[config.mk]
export PLATFORM = sky130hd
export DESIGN_NAME = risc_v_exec_ctrl
export DESIGN_NICKNAME = d
export VERILOG_FILES = /design/src/rtl/risc_v_exec_ctrl.sv
export SDC_FILE = /design/constraint.sdc
export NUM_CORES = 1
export LEC_CHECK = 0
export CAP_MARGIN = 20
export CORE_ASPECT_RATIO = 0.7
export CORE_MARGIN = 2
export CORE_UTILIZATION = 35
export DETAILED_ROUTE_END_ITERATION = 8
export GPL_TIMING_DRIVEN = 1
export PLACE_DENSITY_LB_ADDON = 0.1
export SLEW_MARGIN = 20
export SYNTH_ARGS = -nofsm -noshare
export SYNTH_HDL_FRONTEND = slang
export SYNTH_SLANG_ARGS = --single-unit
[constraint.sdc]
create_clock -name CLK -period 3 [get_ports CLK]
set_input_delay 0.3 -clock CLK [delete_from_list [all_inputs] [get_ports CLK]]
set_output_delay 0.3 -clock CLK [all_outputs]
set_load 0.01 [all_outputs]
[src/rtl/risc_v_exec_ctrl.sv]
// -----------------------------------------------------------------------------
// risc_v_exec_ctrl
//   Run / halt / single-step sequencer for the single-cycle RISC-V core.
//   The two board switches are synchronised and debounced. Filtered SW_RUN
//   becomes a run level. A rising edge of filtered SW_STEP becomes a one-cycle
//   step pulse. A small FSM turns these into CORE_EN, which gates PC update,
//   REG_WRITE and MEM_WRITE in the core. Saturating cycle and retired counters
//   are provided for HEX/debug readout.
//
//   Optional feature macro: BREAKPOINT_EN
//     defined   : RUN stops before committing the instruction at BP_ADDR and
//                 enters BREAK.
//     undefined : BP_ADDR/BP_VALID are ignored and BREAK is unreachable.
//
// Parameters
//   DEB_CYCLES  consecutive stable samples needed to change a filtered switch (>=1)
//   CNT_WIDTH   width of CYCLE_CNT / RETIRED_CNT
//
// Ports
//   CLK          in   system clock, rising edge
//   RST          in   synchronous, active-low reset
//   SW_RUN       in   raw run switch, asynchronous to CLK
//   SW_STEP      in   raw step switch, asynchronous to CLK
//   PC           in   current core PC
//   BP_ADDR      in   breakpoint address (BREAKPOINT_EN only)
//   BP_VALID     in   breakpoint armed (BREAKPOINT_EN only)
//   CORE_EN      out  core may commit this cycle
//   STATE        out  00 HALT, 01 RUN, 10 STEP, 11 BREAK (FSM debug view)
//   HALTED       out  1 in HALT or BREAK
//   CYCLE_CNT    out  cycles since reset release, saturating
//   RETIRED_CNT  out  cycles with CORE_EN=1, saturating
//
// Control semantics: there is no valid/ready handshake. CORE_EN is a
// same-cycle qualifier. The core commits on any rising edge where CORE_EN=1,
// and every such edge is counted once in RETIRED_CNT.
// -----------------------------------------------------------------------------
module risc_v_exec_ctrl #(
  parameter int DEB_CYCLES = 16,
  parameter int CNT_WIDTH  = 32
) (
  input  logic                 CLK,
  input  logic                 RST,
  input  logic                 SW_RUN,
  input  logic                 SW_STEP,
  input  logic [31:0]          PC,
  input  logic [31:0]          BP_ADDR,
  input  logic                 BP_VALID,
  output logic                 CORE_EN,
  output logic [1:0]           STATE,
  output logic                 HALTED,
  output logic [CNT_WIDTH-1:0] CYCLE_CNT,
  output logic [CNT_WIDTH-1:0] RETIRED_CNT
);

  typedef enum logic [1:0] {
    S_HALT  = 2'b00,
    S_RUN   = 2'b01,
    S_STEP  = 2'b10,
    S_BREAK = 2'b11
  } state_t;

  localparam int DW = (DEB_CYCLES > 1) ? $clog2(DEB_CYCLES) : 1;
  localparam logic [DW-1:0] DEB_MAX = DW'(DEB_CYCLES - 1);
  localparam logic [CNT_WIDTH-1:0] CNT_MAX = '1;

  // Index 0 = run switch, index 1 = step switch
  logic [1:0]    w_raw;
  logic [1:0]    r_sync1;
  logic [1:0]    r_sync2;
  logic [1:0]    r_filt;
  logic [DW-1:0] r_deb_cnt [2];
  logic          r_step_q;

  logic          w_run_lvl;
  logic          w_step_pulse;
  logic          w_bp_hit;

  state_t        r_state;
  state_t        w_state_nxt;
  logic          w_core_en;

  logic [CNT_WIDTH-1:0] r_cycle_cnt;
  logic [CNT_WIDTH-1:0] r_retired_cnt;

  assign w_raw = {SW_STEP, SW_RUN};

  // Two-flop synchroniser followed by a stability filter. The counter tracks
  // how many consecutive synced samples disagree with the filtered value.
  // One agreeing sample restarts it. For a 1-bit signal, "consecutive equal
  // samples" and "consecutive samples that differ from the output" mean the
  // same thing.
  always_ff @(posedge CLK) begin
    if (!RST) begin
      r_sync1  <= '0;
      r_sync2  <= '0;
      r_filt   <= '0;
      r_step_q <= 1'b0;
      for (int i = 0; i < 2; i++) r_deb_cnt[i] <= '0;
    end else begin
      r_sync1  <= w_raw;
      r_sync2  <= r_sync1;
      r_step_q <= r_filt[1];
      for (int i = 0; i < 2; i++) begin
        if (r_sync2[i] == r_filt[i]) begin
          r_deb_cnt[i] <= '0;
        end else if (r_deb_cnt[i] == DEB_MAX) begin
          r_filt[i]    <= r_sync2[i];
          r_deb_cnt[i] <= '0;
        end else begin
          r_deb_cnt[i] <= r_deb_cnt[i] + 1'b1;
        end
      end
    end
  end

  assign w_run_lvl    = r_filt[0];
  assign w_step_pulse = r_filt[1] & ~r_step_q;

`ifdef BREAKPOINT_EN
  assign w_bp_hit = BP_VALID && (PC == BP_ADDR);
`else
  assign w_bp_hit = 1'b0;
  logic w_bp_unused;
  assign w_bp_unused = ^{PC, BP_ADDR, BP_VALID};
`endif

  // State register
  always_ff @(posedge CLK) begin
    if (!RST) r_state <= S_HALT;
    else      r_state <= w_state_nxt;
  end

  // Next state and CORE_EN decode
  always_comb begin
    w_state_nxt = S_HALT;
    w_core_en   = 1'b0;
    case (r_state)
      S_HALT: begin
        // RUN has priority, so a simultaneous step pulse is dropped.
        if (w_run_lvl)         w_state_nxt = S_RUN;
        else if (w_step_pulse) w_state_nxt = S_STEP;
        else                   w_state_nxt = S_HALT;
      end
      S_RUN: begin
        // A breakpoint hit blocks the commit of the matching instruction.
        w_core_en = ~w_bp_hit;
        if (!w_run_lvl)    w_state_nxt = S_HALT;
        else if (w_bp_hit) w_state_nxt = S_BREAK;
        else               w_state_nxt = S_RUN;
      end
      S_STEP: begin
        // Exactly one commit. The breakpoint compare is not applied here, so
        // a step out of BREAK executes the breakpoint instruction.
        w_core_en   = 1'b1;
        w_state_nxt = S_HALT;
      end
`ifdef BREAKPOINT_EN
      S_BREAK: begin
        if (!w_run_lvl)        w_state_nxt = S_HALT;
        else if (w_step_pulse) w_state_nxt = S_STEP;
        else                   w_state_nxt = S_BREAK;
      end
`endif
      default: w_state_nxt = S_HALT;
    endcase
  end

  // Saturating counters
  always_ff @(posedge CLK) begin
    if (!RST) begin
      r_cycle_cnt   <= '0;
      r_retired_cnt <= '0;
    end else begin
      if (r_cycle_cnt != CNT_MAX) r_cycle_cnt <= r_cycle_cnt + 1'b1;
      if (w_core_en && (r_retired_cnt != CNT_MAX))
        r_retired_cnt <= r_retired_cnt + 1'b1;
    end
  end

  assign CORE_EN     = w_core_en;
  assign STATE       = r_state;
  assign HALTED      = (r_state == S_HALT) || (r_state == S_BREAK);
  assign CYCLE_CNT   = r_cycle_cnt;
  assign RETIRED_CNT = r_retired_cnt;

endmodule

==> impl_results.md <==
- Outcome: finished clean
- Finished Cell Area: 5160 um^2
- First-pass iteration count of the detailed router: 4
- EDFF count, synth: 8
- Die area: 12200 um^2
- DRT iter0 DRCs: 216
- Max Clock Skew: 0.00876 ns
- Worst-path fanout max: 8
- Final Hold Fails: 0
- CTS sink cnt: 81
- Comb pwr share: 2.4%
- Die W: 131 um
- Maximum count of clock buffers along a single path: 2
- H-tree levels: 3
- Slack of the critical path: 0.369 ns
- Post_cts resized: 0
- Pins Over Slew Limit: 0
- Worst path required time: 3.25 ns
- Post-CTS Setup Repair Bufs: 0
- Final cycle utilization of the critical path: 87.7%
- Initial Util: 35.9%
- IO buf count: 71
- Drt total wl: 10.4 mm
- ANT cells: 0
- First-pass GRT wire length: 17.3 mm
- Yosys warning count: 0
- Post-CTS Hold Buffers: 0
- Async set or reset register ratio after synthesis: 0%
- Ys flop type: dfxtp_1
- Clock-pin slew on the worst setup and hold paths: 0.06 ns
- DRC violations left: 0
- Most common cell after layout, fill and taps aside: dfxtp_1
- Hold path depth: 1
- Share of layout cells above drive strength 1: 5.93%
- PwrDens: 440 nW/um^2
- Slew HR: 55.2%
- Clock Latency Late Sink: 0.33 ns
- Mapped Cells: 443
- Worst reg-to-reg setup slack: 0.37 ns
- Area grow syn2layout: 29.9%
- Min-delay src: r_sync1[0]
- Reg2reg start: STATE[0]
- Arrival time worst endpoint: 2.88 ns
- CTS tree: built
- Die height: 93.1 um
- Setup TNS: 0 ns
- Largest net degree at the start of global routing: 23
- Place WS: 0.401 ns
- Seq/Total Area, Yosys: 42.8%
- Internal power: 0.00179 W
- Final Wtd Congestion: 0.806
- Avg Inst Size Synth: 8.97 um^2
- Net load switching power: 0.000479 W
- Fmax: 380 MHz
- RSZ-0062 raised after global routing: no
- CP Capture Type: flop
- Grt total ovfl: 0
- Setup Viol. Count Final: 0
- Remaining antenna violation count: 0
- Worst reg-to-reg path cell count: 7
- P_leak: 1.71 nW
- Post-layout min period: 2.63 ns
- WL per Instance: 15.4 um
- Core area: 11100 um^2
- WS Path Type: reg2reg
- CTS Buf Count: 9
- Initial antenna violation count: 0
- Clock share of power: 48.5%
- Finished Core Util: 46.7%
- Post-synthesis cell type count: 49
- Fillers: 1094
- Count of boundary I/O pins: 137
- HP Class: reg2reg
- Flop pwr share: 49.1%
- Post-DP HPWL: 7.41 mm
- #FFs+latches synth: 81
- Least-Margin Pin Slew: 0.672 ns
- Rows: 32
- Sw frac: 21.1%
- CP Launch Type: flop
- Worst hold path endpoint: r_sync2[0]
- Worst r2r dst: RETIRED_CNT[31]
- Vias: 3610
- Routed vias/inst: 5.34
- Commonest cells after routing, fill and taps aside: dfxtp_1, clkdlybuf4s50_1, nor2_1, nand3_1, nand4_1
- Area of the mapped netlist: 3970 um^2
- Vias in the first global route: 3374
- Root Buffer: clkbuf_16
- Maximum VDD drop: 324 uV
- Worst hold slack: 0.453 ns
- GRT Util Overall: 17.5%
- Layout Nets: 592
- Max cap viols: 0
- Placed Area: 4860 um^2
-- cell type report --
cell class	instances	area, um^2	share of cell area [%]
Sequential cell	81	1700	33.0
Multi-Input combinational cell	341	2180	42.3
Clock buffer	11	243	4.70
Tap cell	153	191	3.71
Clock inverter	5	55.1	1.07
Inverter	7	26.3	0.509
Timing Repair Buffer	78	763	14.8
-- cells in the mapped netlist, types with 9 or more instances --
master    count  area (um^2)
clkbuf_1     16         60.1
and3_1       16          100
a21oi_1      24          120
xnor2_1      25          219
o31ai_1      10         75.1
or4_1        14          105
dfxtp_1      73         1460
o21ai_0       9         45.0
nand4_1      27          169
nand3_1      28          140
and2_1        9         56.3
nand2_1      18         67.6
xor2_1       13          114
nor2_1       48          180
-- sequential cells by signal, indices dropped and copies added, names as in the netlist --
register and cells:
r_step_q 1, r_sync2 2, r_filt 2, r_sync1 2
STATE 2, r_deb_cnt 8, RETIRED_CNT 32, CYCLE_CNT 32
-- power by group through the flow --
stage | sequential, W | clock [W] | combinational (W)
after CTS | 0.00111 | 0.00114 | 0.0000562
final | 0.00111 | 0.00110 | 0.0000551
after detailed placement | 0.00114 | 0 | 0.0000558
after floorplan | 0.00114 | 0 | 0.0000314
after global routing | 0.00112 | 0.00119 | 0.0000625
after global placement | 0.00114 | 0 | 0.0000558
-- stage by stage --
step                      power, W  instances
after detailed placement   0.00119        660
final                      0.00227        676
after CTS                  0.00231        676
after floorplan            0.00117        450
after global placement     0.00119        660
after global routing       0.00237        676
-- per-layer routing --
layer / GRT usage, % / part of all wire [%] / vias to the layer above / wire, um
met3: 4.77 / 5.6 / 4 / 578
met5: 0 / 0 / - / 0
li1: - / - / 1821 / -
met4: 4.08 / 0.45 / 0 / 47
met1: 26.7 / 54 / 1713 / 5640
met2: 24.1 / 40 / 72 / 4110
-- cell families (layout without fill, tap and decap cells) --
logic type	Yosys count	after routing	share of synthesized area [%]
flip-flops	81	81	42.8
AND/OR/NAND/NOR	204	204	29.3
AO/OA/AOI/OAI	79	79	13.2
multiplexers	7	7	1.76
buffers and inverters	28	101	2.93
adder cells (fa/ha/maj)	5	5	1.57
other	1	8	0.0944
XOR/XNOR	38	38	8.38
-- worst max-delay path by stage --
stage                            endpoint  startpoint  cells after the start
after floorplan           RETIRED_CNT[29]    STATE[1]                      7
after global placement    RETIRED_CNT[29]    STATE[1]                      7
after detailed placement  RETIRED_CNT[31]    STATE[0]                      7
after CTS                 RETIRED_CNT[31]    STATE[0]                      7
after global routing      RETIRED_CNT[31]    STATE[1]                      7
final                     RETIRED_CNT[31]    STATE[0]                      7
-- critical path, stage by stage, from the launching register on --
cell     delay (ns)
dfxtp_1        0.34
inv_1          0.05
ha_1           0.47
and3_1         0.27
nand2_2        0.13
or4_4          0.60
or4_1          0.52
a21oi_1        0.17
Power figures use the tool's default switching activity.
